File: src/rtl/rob.sv
// Reorder buffer: in-order issue/commit window over an out-of-order CDB.
// Tags 1..ROB_SZ name entries; tag 0 means "no producer".
//
// Ports:
//   clk, rst            clock, synchronous active-high reset
//   rdy                 global stall; all state holds while low
//   issue_*             allocate the entry at tail (tail = its tag)
//   full                no free entry (count == ROB_SZ)
//   cdb_*               result broadcast; marks a busy entry ready
//   rs1_id, rs2_id      operand producer tags to look up
//   rob_rsN_ready/value operand lookup results
//   commit_*, head      retirement of the oldest entry
//   flush, flush_pc     branch mispredict squash and redirect PC
//
// Config macro ROB_CDB_BYPASS_EN: when defined, operand lookups also
// see a same-cycle CDB broadcast; otherwise only stored state.
module rob #(
    parameter int ROB_SZ = 16,
    parameter int TAG_W  = 5
) (
    input  logic             clk,
    input  logic             rst,
    input  logic             rdy,
    input  logic             issue_valid,
    input  logic             issue_rd_hv,
    input  logic [4:0]       issue_rd,
    input  logic             issue_is_br,
    input  logic             issue_pred_taken,
    output logic             full,
    output logic [TAG_W-1:0] tail,
    input  logic             cdb_valid,
    input  logic [TAG_W-1:0] cdb_tag,
    input  logic [31:0]      cdb_value,
    input  logic             cdb_br_taken,
    input  logic [31:0]      cdb_br_target,
    input  logic [TAG_W-1:0] rs1_id,
    input  logic [TAG_W-1:0] rs2_id,
    output logic             rob_rs1_ready,
    output logic [31:0]      rob_rs1_value,
    output logic             rob_rs2_ready,
    output logic [31:0]      rob_rs2_value,
    output logic             commit_valid,
    output logic [4:0]       commit_rd,
    output logic [31:0]      commit_value,
    output logic [TAG_W-1:0] head,
    output logic             flush,
    output logic [31:0]      flush_pc
);

    localparam int CNT_W = $clog2(ROB_SZ + 1);
    localparam logic [TAG_W-1:0] FIRST = TAG_W'(1);
    localparam logic [TAG_W-1:0] LAST  = TAG_W'(ROB_SZ);
    localparam logic [CNT_W-1:0] CAP   = CNT_W'(ROB_SZ);

    // Slot 0 exists only so tags index directly; it is never written.
    logic [ROB_SZ:0] busy_q;
    logic [ROB_SZ:0] ready_q;
    logic [ROB_SZ:0] rd_hv_q;
    logic [ROB_SZ:0] is_br_q;
    logic [ROB_SZ:0] pred_q;
    logic [ROB_SZ:0] act_q;
    logic [4:0]      rd_q     [0:ROB_SZ];
    logic [31:0]     value_q  [0:ROB_SZ];
    logic [31:0]     target_q [0:ROB_SZ];

    logic [TAG_W-1:0] head_q;
    logic [TAG_W-1:0] tail_q;
    logic [CNT_W-1:0] count_q;

    logic issue_ok;
    logic cdb_ok;

    function automatic logic in_rng(input logic [TAG_W-1:0] t);
        return (t != '0) && (t <= LAST);
    endfunction

    function automatic logic [TAG_W-1:0] step(input logic [TAG_W-1:0] t);
        return (t == LAST) ? FIRST : t + FIRST;
    endfunction

    assign head = head_q;
    assign tail = tail_q;
    assign full = (count_q == CAP);

    assign commit_valid = !rst && rdy && busy_q[head_q] && ready_q[head_q];
    assign commit_rd    = rd_hv_q[head_q] ? rd_q[head_q] : 5'd0;
    assign commit_value = value_q[head_q];

    // The CDB stores either the taken target or PC+4 in target, so the
    // redirect is simply the stored target.
    assign flush    = commit_valid && is_br_q[head_q]
                      && (act_q[head_q] != pred_q[head_q]);
    assign flush_pc = target_q[head_q];

    assign issue_ok = issue_valid && !full && rdy && !flush;
    assign cdb_ok   = rdy && !flush && cdb_valid && in_rng(cdb_tag)
                      && busy_q[cdb_tag];

    always_comb begin
        rob_rs1_ready = 1'b0;
        rob_rs1_value = '0;
        rob_rs2_ready = 1'b0;
        rob_rs2_value = '0;
        if (!rst && in_rng(rs1_id)) begin
            rob_rs1_ready = busy_q[rs1_id] && ready_q[rs1_id];
            rob_rs1_value = value_q[rs1_id];
        end
        if (!rst && in_rng(rs2_id)) begin
            rob_rs2_ready = busy_q[rs2_id] && ready_q[rs2_id];
            rob_rs2_value = value_q[rs2_id];
        end
`ifdef ROB_CDB_BYPASS_EN
        if (!rst && cdb_valid && rs1_id != '0 && cdb_tag == rs1_id) begin
            rob_rs1_ready = 1'b1;
            rob_rs1_value = cdb_value;
        end
        if (!rst && cdb_valid && rs2_id != '0 && cdb_tag == rs2_id) begin
            rob_rs2_ready = 1'b1;
            rob_rs2_value = cdb_value;
        end
`endif
    end

    always_ff @(posedge clk) begin
        if (rst) begin
            head_q  <= FIRST;
            tail_q  <= FIRST;
            count_q <= '0;
            busy_q  <= '0;
            ready_q <= '0;
        end else if (rdy) begin
            if (flush) begin
                head_q  <= FIRST;
                tail_q  <= FIRST;
                count_q <= '0;
                busy_q  <= '0;
                ready_q <= '0;
            end else begin
                if (issue_ok) begin
                    busy_q[tail_q]   <= 1'b1;
                    ready_q[tail_q]  <= 1'b0;
                    rd_hv_q[tail_q]  <= issue_rd_hv;
                    rd_q[tail_q]     <= issue_rd;
                    is_br_q[tail_q]  <= issue_is_br;
                    pred_q[tail_q]   <= issue_pred_taken;
                    act_q[tail_q]    <= 1'b0;
                    tail_q           <= step(tail_q);
                end
                if (cdb_ok) begin
                    ready_q[cdb_tag]  <= 1'b1;
                    value_q[cdb_tag]  <= cdb_value;
                    act_q[cdb_tag]    <= cdb_br_taken;
                    target_q[cdb_tag] <= cdb_br_target;
                end
                // Placed last so retirement wins over any same-slot write.
                if (commit_valid) begin
                    busy_q[head_q]  <= 1'b0;
                    ready_q[head_q] <= 1'b0;
                    head_q          <= step(head_q);
                end
                if (issue_ok && !commit_valid)
                    count_q <= count_q + CNT_W'(1);
                else if (!issue_ok && commit_valid)
                    count_q <= count_q - CNT_W'(1);
            end
        end
    end

endmodule

File: config.mk
export PLATFORM = sky130hd
export DESIGN_NAME = rob
export DESIGN_NICKNAME = d
export VERILOG_FILES = /design/src/rtl/rob.sv
export SDC_FILE = /design/constraint.sdc
export NUM_CORES = 2
export LEC_CHECK = 0
export CAP_MARGIN = 20
export CORE_AREA = 2 2 368 552
export DETAILED_ROUTE_END_ITERATION = 16
export DIE_AREA = 0 0 370 554
export DONT_BUFFER_PORTS = 1
export PLACE_DENSITY_LB_ADDON = 0.1
export SETUP_SLACK_MARGIN = 0.4
export SLEW_MARGIN = 20
export SYNTH_ARGS = -nofsm -noshare
export SYNTH_HDL_FRONTEND = slang
export SYNTH_SLANG_ARGS = --single-unit
File: constraint.sdc
create_clock -name clk -period 10 [get_ports clk]
set_input_delay 1.5 -clock clk [delete_from_list [all_inputs] [get_ports clk]]
set_output_delay 1.5 -clock clk [all_outputs]
set_load 0.03 [all_outputs]
==> results.py <==
metrics = {
    "outcome": {
        "status": "complete, no violations",
    },
    "yosys": {
        "synth.top_cell.area_share_pct": 62.3,
        "post-synth-top-count-cell": "sky130_fd_sc_hd__edfxtp_1",
        "synth.cell_area_um2": 59800,
        "synth.ff_latch_count": 1295,
        "postSynthCellCount": 3056,
        "seq_area_frac_synth_pct": 64.2,
        "dominantRegCellSynth": "sky130_fd_sc_hd__edfxtp_1",
        "netlist_top_cells_area": "sky130_fd_sc_hd__edfxtp_1 62%, sky130_fd_sc_hd__mux4_2 24%, sky130_fd_sc_hd__mux2i_1 2.0%",
        "synth.distinct_cells": 73,
        "synth-warning-count": 0,
        "mean_cell_area_of_the_mapped_netlist_um2": 19.6,
        "synth_enable_flop_cells": 1241,
        "ys_top_cells_by_count": "1241 x sky130_fd_sc_hd__edfxtp_1, 633 x sky130_fd_sc_hd__mux4_2, 164 x sky130_fd_sc_hd__nor2_1",
        "synth_top_area_cell": "sky130_fd_sc_hd__edfxtp_1",
        "ys_async_sr_fraction_pct": 0,
    },
    "worst_setup_path": {
        "crit_type": "flip-flop to flip-flop",
        "crit-reg2reg-launch": "head[1]$_SDFFE_PP0P_",
        "cp-startpoint": "head[1]$_SDFFE_PP0P_",
        "cell_count_of_the_worst_reg_to_reg_path": 12,
        "critPathCapture": "value_q[11][17]$_DFFE_PP_",
        "setup.reg_to_reg.worst_slack_ns": 3.50,
        "critPathArrivalTime_ns": 6.91,
        "timing.critical_path.fanout_max": 30,
        "terminus_of_the_critical_flop_to_flop_path": "value_q[11][17]$_DFFE_PP_",
        "critical_path_required_ns": 10.41,
        "setup.worst_path.start_class": "flip-flop",
        "end_kind": "flip-flop",
    },
    "global_routing": {
        "pin_count_of_the_biggest_net_entering_global_routing": 176,
        "grt_antenna_before_repair": 5,
        "grt_pass1_wl_um": 277000,
        "grt_pass1_vias": 34504,
        "grt.total_usage_pct": 19.1,
        "grt-ovfl-total": 0,
    },
    "clock_network": {
        "cts_setup_buffers": 0,
        "htree_levels": 4,
        "cts_hold_bufs": 0,
        "cts_tree": "yes",
        "path_clk_slew_ns": 0.06,
        "cts-root-to-sink-buffers": 4,
        "tritoncts.num_buffers": 149,
        "clock_sinks": 1295,
        "cts.repair.resized": 0,
        "cts-root-buf": "sky130_fd_sc_hd__clkbuf_16",
        "clock_latency_ns": 0.81,
    },
    "timing": {
        "max_clock_freq_mhz": 154,
        "worst_case_hold_slack_ns": 0.493,
        "timing.slew.headroom_pct": 27.1,
        "setup_total_negative_slack_ns": 0,
        "period_utilization_post_route_pct": 65.0,
        "timing_hold_violations_final": 0,
        "rsz_0062_raised_after_global_routing": "no",
        "finClkSkew_ns": 0.0466,
        "timing.final.max_slew_violations": 0,
        "setup_viol": 0,
        "post-route-min-period_ns": 6.50,
        "worstMarginPinSlew_ns": 1.09,
    },
    "placed_design": {
        "gp_congestion": 0.866,
        "post-place-cells": 5582,
        "placement.io_buffers": 0,
        "detailedPlacementHpwl_um": 115000,
    },
    "floorplanning": {
        "floorplan.initialDensity_pct": 29.9,
        "die_width_um": 370,
        "die_height_um": 554,
        "io_pins": 241,
        "core.rowCount": 201,
        "coreArea_um2": 200000,
        "area_of_the_die_um2": 205000,
    },
    "power_and_ir_drop": {
        "max-vdd-ir-drop_mv": 0.113,
        "total_power_uw": 11600,
        "power.leakage_uw": 0.0206,
        "p_per_area_nw_per_um2": 172,
    },
    "layout": {
        "final-instance-count-excl-fill": 5840,
        "final_core_utilization_pct": 33.8,
        "nets": 3201,
        "area_delta_synth_final_pct": 13.1,
        "layout-drive-gt1-share_pct": 32.7,
        "fillers": 18884,
    },
    "route": {
        "routed_via_density": 5.53,
        "via_count": 32319,
        "drt_drc_violations_left": 0,
        "drtAntennaViolNets": 0,
        "detailedRoute.firstIterationViolations": 2826,
        "first_pass_iters": 5,
        "routed_wire_length_per_instance_um": 33.8,
        "wirelength_um": 197000,
    },
    "hold_path": {
        "min_path_type": "flip-flop to flip-flop",
    },
    "run": {
        "max_cap_viol_count": 0,
    },
}
==> where the power goes <==
group          switching [uW]  internal (uW)
clock network            2280           2940
logic                     197            182
registers                21.2           5970
total                    2500           9090
==> kinds of logic after synthesis <==
group                      Yosys count  synth area share, %
xor gates and xnor gates             8                0.117
adders and majority gates           13                0.285
buffers and inverters              269                 1.88
AOI/OAI and AO/OA                  233                 2.82
muxes                              850                 27.7
DFF                               1295                 64.2
other                                1              0.00627
and+or+nand+nor                    387                 3.05
==> worst min-delay path by stage <==
| stage | from | endpoint | slack (ns) | depth (start not counted) |
|---|---|---|---|---|
| 6_report | ready_q[14]$_SDFFE_PP0P_ | ready_q[14]$_SDFFE_PP0P_ | 0.49 | 2 |
| 5_1_grt | ready_q[0]$_SDFFE_PP0P_ | ready_q[0]$_SDFFE_PP0P_ | 0.55 | 2 |
| 4_1_cts | ready_q[14]$_SDFFE_PP0P_ | ready_q[14]$_SDFFE_PP0P_ | 0.50 | 2 |
| 3_5_place_dp | ready_q[0]$_SDFFE_PP0P_ | ready_q[0]$_SDFFE_PP0P_ | 0.49 | 2 |
| 3_3_place_gp | ready_q[0]$_SDFFE_PP0P_ | ready_q[0]$_SDFFE_PP0P_ | 0.47 | 2 |
| 2_1_floorplan | ready_q[0]$_SDFFE_PP0P_ | ready_q[0]$_SDFFE_PP0P_ | 0.44 | 2 |
==> final cells by class <==
class / instances / area (um2) / share of cell area (%)
multi-input cells: 1555 / 20700 / 30.6
well taps: 2639 / 3300 / 4.88
flip-flops and latches: 1295 / 38400 / 56.8
inverters: 28 / 105 / 0.155
repair buffers: 66 / 638 / 0.944
diodes: 5 / 12.5 / 0.0185
clock inverters: 74 / 623 / 0.922
clock buffers: 178 / 3860 / 5.71
==> state kept, by name, indices dropped and copies added, names as in the netlist, named ones only <==
name,flops
ready_q,17
is_br_q,17
value_q,544
target_q,544
busy_q,17
rd_hv_q,17
rd_q,85
head,5
tail,5
pred_q,17
act_q,17
count_q,5
==> worst max-delay path: stages (launching register included) <==
cell                      delay [ns]
sky130_fd_sc_hd__dfxtp_2        0.77
sky130_fd_sc_hd__buf_4          0.51
sky130_fd_sc_hd__mux4_2         0.58
sky130_fd_sc_hd__nor3b_1        0.20
sky130_fd_sc_hd__or4_1          0.14
sky130_fd_sc_hd__a41o_1         0.39
sky130_fd_sc_hd__inv_1          0.16
sky130_fd_sc_hd__nand4_2        0.12
sky130_fd_sc_hd__buf_4          0.38
sky130_fd_sc_hd__inv_2          0.37
sky130_fd_sc_hd__or4_1          0.96
sky130_fd_sc_hd__nor2_4         0.81
sky130_fd_sc_hd__buf_4          0.63
==> metal layers <==
layer	part of all wire (%)	vias to the layer above	wire (um)	global-route usage [%]
li1	-	13106	-	-
met1	39	17758	77300	23.5
met2	51	1164	101000	33.2
met3	6.6	291	13000	4.33
met4	2.9	0	5720	5.59
met5	0	-	0	0
==> cells in the final DEF, fill, tap and decap left out, types with 24 or more instances in the layout <==
master | Yosys | routed
sky130_fd_sc_hd__o22ai_1 | 35 | 35
sky130_fd_sc_hd__nor3_1 | 36 | 34
sky130_fd_sc_hd__dfxtp_1 | 54 | 46
sky130_fd_sc_hd__buf_4 | 5 | 57
sky130_fd_sc_hd__inv_1 | 24 | 24
sky130_fd_sc_hd__clkinv_1 | 2 | 28
sky130_fd_sc_hd__a21oi_1 | 59 | 59
sky130_fd_sc_hd__mux2i_1 | 120 | 120
sky130_fd_sc_hd__edfxtp_1 | 1241 | 1241
sky130_fd_sc_hd__clkbuf_1 | 147 | 28
sky130_fd_sc_hd__mux4_2 | 633 | 633
sky130_fd_sc_hd__clkbuf_16 | 0 | 150
sky130_fd_sc_hd__nand3_1 | 35 | 34
sky130_fd_sc_hd__nor2_1 | 164 | 150
sky130_fd_sc_hd__nand2_1 | 64 | 62
sky130_fd_sc_hd__conb_1 | 1 | 64
sky130_fd_sc_hd__a221oi_1 | 36 | 36
sky130_fd_sc_hd__mux2_2 | 97 | 97
==> per-stage QoR <==
stage               setup WS, ns  area (um2)
floorplan                   1.89       60000
global placement            3.03       63000
detailed placement          3.50       63100
CTS                         3.45       67600
global route                3.22       67600
finish                      3.50       67600
Note: power is estimated with default switching activity, not from simulation.
